$ cat src/rtl/bus_split_arbiter.sv
// bus_split_arbiter: round-robin two-master bus arbiter with split-read release and return
module bus_split_arbiter #(
    parameter int NUM_SLAVES = 3,
    parameter int SSEL_W     = 2
) (
    input  logic                  clk,
    input  logic                  rstn,
    input  logic [1:0]            mreq,
    input  logic [SSEL_W-1:0]     ssel,
    input  logic [NUM_SLAVES-1:0] ssplit,
    output logic [1:0]            mgrant,
    output logic [1:0]            msplit,
    output logic [NUM_SLAVES-1:0] split_grant,
    output logic                  bus_busy
);
    typedef enum logic [1:0] {IDLE, OWN, SPLIT_RET} state_t;
    state_t state_q, state_d;
    logic owner_q, owner_d, rr_q, rr_d, sp_q, sp_d, smst_q, smst_d, inplace_q, inplace_d;
    logic [SSEL_W-1:0] sslv_q, sslv_d;
    logic [1:0] mgrant_q, mgrant_d, msplit_q, msplit_d, elig;
    logic [NUM_SLAVES-1:0] sg_q, sg_d;
    logic [2**SSEL_W-1:0] ssplit_pad;
    logic win, sel_split, slv_split;
    always_comb begin
        // zero-extend so out-of-range slave indices read as "no split"
        ssplit_pad = '0;
        ssplit_pad[NUM_SLAVES-1:0] = ssplit;
        sel_split = ssplit_pad[ssel];
        slv_split = ssplit_pad[sslv_q];
        elig = mreq & ~{sp_q & smst_q, sp_q & ~smst_q};
        win = elig[rr_q] ? rr_q : ~rr_q;
        state_d = state_q;
        owner_d = owner_q;
        rr_d = rr_q;
        sp_d = sp_q;
        smst_d = smst_q;
        sslv_d = sslv_q;
        inplace_d = inplace_q;
        mgrant_d = mgrant_q;
        msplit_d = msplit_q;
        sg_d = sg_q;
        case (state_q)
            IDLE: begin
                mgrant_d = '0;
                sg_d = '0;
                if (sp_q && mreq[smst_q] && !slv_split) begin
                    state_d = SPLIT_RET;
                    mgrant_d = {smst_q, ~smst_q};
                    sg_d = NUM_SLAVES'(1) << sslv_q;
                    msplit_d = '0;
                end else if (|elig) begin
                    state_d = OWN;
                    owner_d = win;
                    rr_d = ~win;
                    mgrant_d = {win, ~win};
                end
            end
            OWN: begin
                if (!mreq[owner_q]) begin
                    state_d = IDLE;
                    mgrant_d = '0;
                    sg_d = '0;
                    inplace_d = 1'b0;
                end else if (sel_split && !sp_q && !inplace_q) begin
                    state_d = IDLE;
                    sp_d = 1'b1;
                    smst_d = owner_q;
                    sslv_d = ssel;
                    msplit_d = {owner_q, ~owner_q};
                    mgrant_d = '0;
                end else if (sel_split && sp_q) begin
                    inplace_d = 1'b1;
                end else if (inplace_q && !sel_split && sg_q == '0) begin
                    sg_d = NUM_SLAVES'(1) << ssel;
                end
            end
            SPLIT_RET: begin
                if (!mreq[smst_q]) begin
                    state_d = IDLE;
                    mgrant_d = '0;
                    sg_d = '0;
                    sp_d = 1'b0;
                end
            end
            default: state_d = IDLE;
        endcase
        // split master gave up before its return: drop the pending split silently
        if (sp_q && !mreq[smst_q] && state_q != SPLIT_RET) begin
            sp_d = 1'b0;
            msplit_d = '0;
        end
    end
    always_ff @(posedge clk) begin
        if (!rstn) begin
            state_q <= IDLE;
            owner_q <= 1'b0;
            rr_q <= 1'b0;
            sp_q <= 1'b0;
            smst_q <= 1'b0;
            sslv_q <= '0;
            inplace_q <= 1'b0;
            mgrant_q <= '0;
            msplit_q <= '0;
            sg_q <= '0;
        end else begin
            state_q <= state_d;
            owner_q <= owner_d;
            rr_q <= rr_d;
            sp_q <= sp_d;
            smst_q <= smst_d;
            sslv_q <= sslv_d;
            inplace_q <= inplace_d;
            mgrant_q <= mgrant_d;
            msplit_q <= msplit_d;
            sg_q <= sg_d;
        end
    end
    assign mgrant = mgrant_q;
    assign msplit = msplit_q;
    assign split_grant = sg_q;
    assign bus_busy = state_q != IDLE;
endmodule
$ cat config.mk
export PLATFORM = sky130hd
export DESIGN_NAME = bus_split_arbiter
export DESIGN_NICKNAME = d
export VERILOG_FILES = /design/src/rtl/bus_split_arbiter.sv
export SDC_FILE = /design/constraint.sdc
export NUM_CORES = 1
export LEC_CHECK = 0
export CAP_MARGIN = 25
export CORE_MARGIN = 4
export CORE_UTILIZATION = 30
export CTS_BUF_LIST = sky130_fd_sc_hd__clkbuf_4
export CTS_CLUSTER_SIZE = 14
export DETAILED_ROUTE_END_ITERATION = 10
export PLACE_DENSITY = 0.53
export SLEW_MARGIN = 20
export SYNTH_ARGS = -nofsm -noshare
export SYNTH_HDL_FRONTEND = slang
export SYNTH_SLANG_ARGS = --single-unit
$ cat constraint.sdc
create_clock -name clk -period 2.1 [get_ports clk]
set_clock_uncertainty 0.1 [all_clocks]
set_input_delay 0.63 -clock clk [delete_from_list [all_inputs] [get_ports clk]]
set_output_delay 0.63 -clock clk [all_outputs]
set_load 0.01 [all_outputs]
==> results.py <==
metrics = {
    "outcome": {
        "status": "finished, final reports clean",
    },
    "timing": {
        "fmax_mhz": 485.7,
        "worst_pin_slew_ps": 403.7,
        "drv_slew": 0,
        "setup_ws_ps": 41.19,
        "layout_worst_path_cycle_share": 0.9804,
        "setup-violations-final": 0,
        "maxSlewHeadroom": 0.7298,
        "setup_tns_ps": 0,
        "hold_viol": 0,
        "min_period_ps": 2059,
    },
    "global_route": {
        "top_usage_layer": "met2",
        "grt_util_met1": 0.1755,
        "grt_pass1_wl_mm": 4.685,
        "grt_pass1_vias": 979,
        "use_met2": 0.2240,
        "gr-total-overflow": 0,
        "grt_start_max_net_pins": 10,
        "antenna_found_initial": 0,
        "use_met3": 0.04553,
        "grtUsageTotal": 0.1387,
    },
    "logic_synthesis": {
        "synth.ff_latch_count": 16,
        "synth_top_area_frac": 0.3081,
        "postSynthCellCount": 121,
        "synth_edf_count": 0,
        "yosysTopAreaCell": "dfxtp_1",
        "synth_top_flop_cell": "dfxtp_1",
        "syn_area_um2": 1040,
        "yosys_warnings": 0,
        "synth.distinct_cells": 42,
        "synth_area_per_cell_um2": 8.593,
        "synth_area_leaders": "dfxtp_1 (31%), mux2i_1 (7.7%), o21ai_0 (4.8%), ha_1 (3.6%), nor2_1 (3.6%)",
        "synth_async_sr_flop_share": 0,
        "synth_seq_area_share": 0.3081,
        "synth_fp_nets": 133,
    },
    "floorplanning": {
        "pin_count": 17,
        "initial_core_util": 0.3116,
        "core_um2": 3337,
        "die_h_um": 66.87,
        "rows": 21,
        "die_w_um": 66.87,
        "dieArea_um2": 4472,
    },
    "drt": {
        "ant_nets": 0,
        "via_per_inst": 5.226,
        "dr.pass1.iters": 4,
        "wl_per_cell_um": 14.42,
        "drt-total-wl_mm": 2.869,
        "drt_iter0_markers": 52,
        "num_vias": 1040,
        "drcViolationCount": 0,
    },
    "cts": {
        "cts_hold_buf": 0,
        "cts_tree": "yes",
        "cts.reportedPaths.clkPinSlew_ps": 110,
        "numCtsBuffers": 3,
        "htree_levels": 1,
        "cts-root-buf": "clkbuf_4",
        "clk_latency_ps": 300,
        "cts.sinks": 16,
        "clock_path_buffers": 2,
    },
    "run": {
        "maxCapViolations": 0,
    },
    "setup_path": {
        "crit_path_start_kind": "input pin",
        "crit_fanout": 3,
        "critPathArrivalTime_ps": 2200,
        "end_kind": "flop",
        "critPathKind": "in2reg",
        "required_ps": 2240,
    },
    "placement": {
        "place_hpwl_mm": 2.185,
        "pre_cts_ws_ps": -391.7,
        "finalWeightedCongestion": 0.8341,
        "io_buffers": 16,
    },
    "finish": {
        "fillers": 358,
        "area_growth_syn_to_layout_pct": 35.98,
        "antenna_cells": 0,
        "layout_common_cells": "buf_4 (17), dfxtp_1 (13), nor2_1 (10), o21ai_0 (9), clkdlybuf4s50_1 (9)",
        "drive_gt1_frac": 0.2418,
        "nets": 166,
        "final_common_cell": "buf_4",
    },
    "power_and_ir_drop": {
        "powerDensity_nw_per_um2": 528.9,
        "vdd_ir_drop_max_mv": 0.3245,
        "power_mw": 0.7478,
        "power_leakage_nw": 0.5799,
    },
    "hold_path": {
        "worstHoldPathType": "reg2reg",
    },
}
cell usage after synthesis, types with 2 or more instances:
master,count
o31a_1,2
nand3_1,2
a311oi_1,2
o211ai_1,3
nand3b_1,3
nor2_1,10
inv_1,8
mux2_2,2
nand2_1,9
a21oi_1,7
ha_1,3
nor4b_1,3
o21ai_0,10
clkbuf_1,3
mux2i_1,8
mux2_4,2
dfxtp_1,16
nand4_1,2
a31oi_1,3
metal layers:
| layer | vias up | wire, µm | part of all wire |
|---|---|---|---|
| met3 | 4 | 105 | 0.037 |
| li1 | 525 | - | - |
| met4 | 0 | 28 | 0.0098 |
| met5 | - | 0 | 0 |
| met1 | 497 | 1362 | 0.47 |
| met2 | 14 | 1373 | 0.48 |
metrics by stage:
step           std cells  cell area (µm²)  hold slack (ps)  utilization
3_5_place_dp         194             1354            376.8       0.4057
6_report             199             1414            381.8       0.4237
5_1_grt              199             1414            417.6       0.4237
2_1_floorplan        121             1040            366.1            -
4_1_cts              199             1389            389.5       0.4162
3_3_place_gp         194             1354            364.8       0.4057
where the power goes:
| part | total, mW | switching, mW | internal (mW) | leakage (nW) |
|---|---|---|---|---|
| sequential | 0.340 | 0.0185 | 0.321 | 0.131 |
| combinational | 0.230 | 0.117 | 0.113 | 0.433 |
| clock | 0.178 | 0.109 | 0.0693 | 0.0154 |
area by class of cell:
class                   instances  area (µm²)  share of cell area
well taps                      46       57.56             0.04071
clock inverters                 1       3.754            0.002655
multi-input cells              92       693.2              0.4903
inverters                       8       30.03             0.02124
repair buffers                 33       282.8              0.2000
flip-flops and latches         16       324.1              0.2292
clock buffers                   3       22.52             0.01593
critical path: stages:
cell and delay, ps:
dlygate4sd2_1 260, mux2_4 310, o2111ai_4 80, mux2_4 310
or4_1 470, a21oi_1 150
registers in the layout, summed over array words and instances, names as in the netlist:
| signal | count |
|---|---|
| inplace_q | 1 |
| sp_q | 1 |
| rr_q | 1 |
| msplit | 2 |
| state_q | 2 |
| sslv_q | 2 |
| owner_q | 1 |
| smst_q | 1 |
| mgrant | 2 |
| split_grant | 3 |
cell families after synthesis:
| family | count (synthesis) | share of synthesized area |
|---|---|---|
| compound gates | 39 | 0.2672 |
| simple gates | 37 | 0.1962 |
| flops | 16 | 0.3081 |
| buf+inv | 13 | 0.05174 |
| mux | 13 | 0.1408 |
| fa+ha+maj | 3 | 0.03610 |
path summary, 6_finish.rpt:
kind	startpoint	end	cells past startpoint	slack, ps
hold / removal	mgrant[0]$_SDFFE_PN0P_	mgrant[0]$_SDFFE_PN0P_	2	380
hold reg to reg	mgrant[0]$_SDFFE_PN0P_	mgrant[0]$_SDFFE_PN0P_	2	380
setup / recovery	mreq[0]	mgrant[0]$_SDFFE_PN0P_	6	40
setup reg to reg	smst_q$_SDFFE_PN0P_	mgrant[0]$_SDFFE_PN0P_	5	60
timing repair:
item                       in CTS  in global routing
setup endpoints to repair       8                 10
gates resized for setup        10                  6
setup buffers                   1                  0
pin swaps                       3                  0
Power figures use the tool's default switching activity.
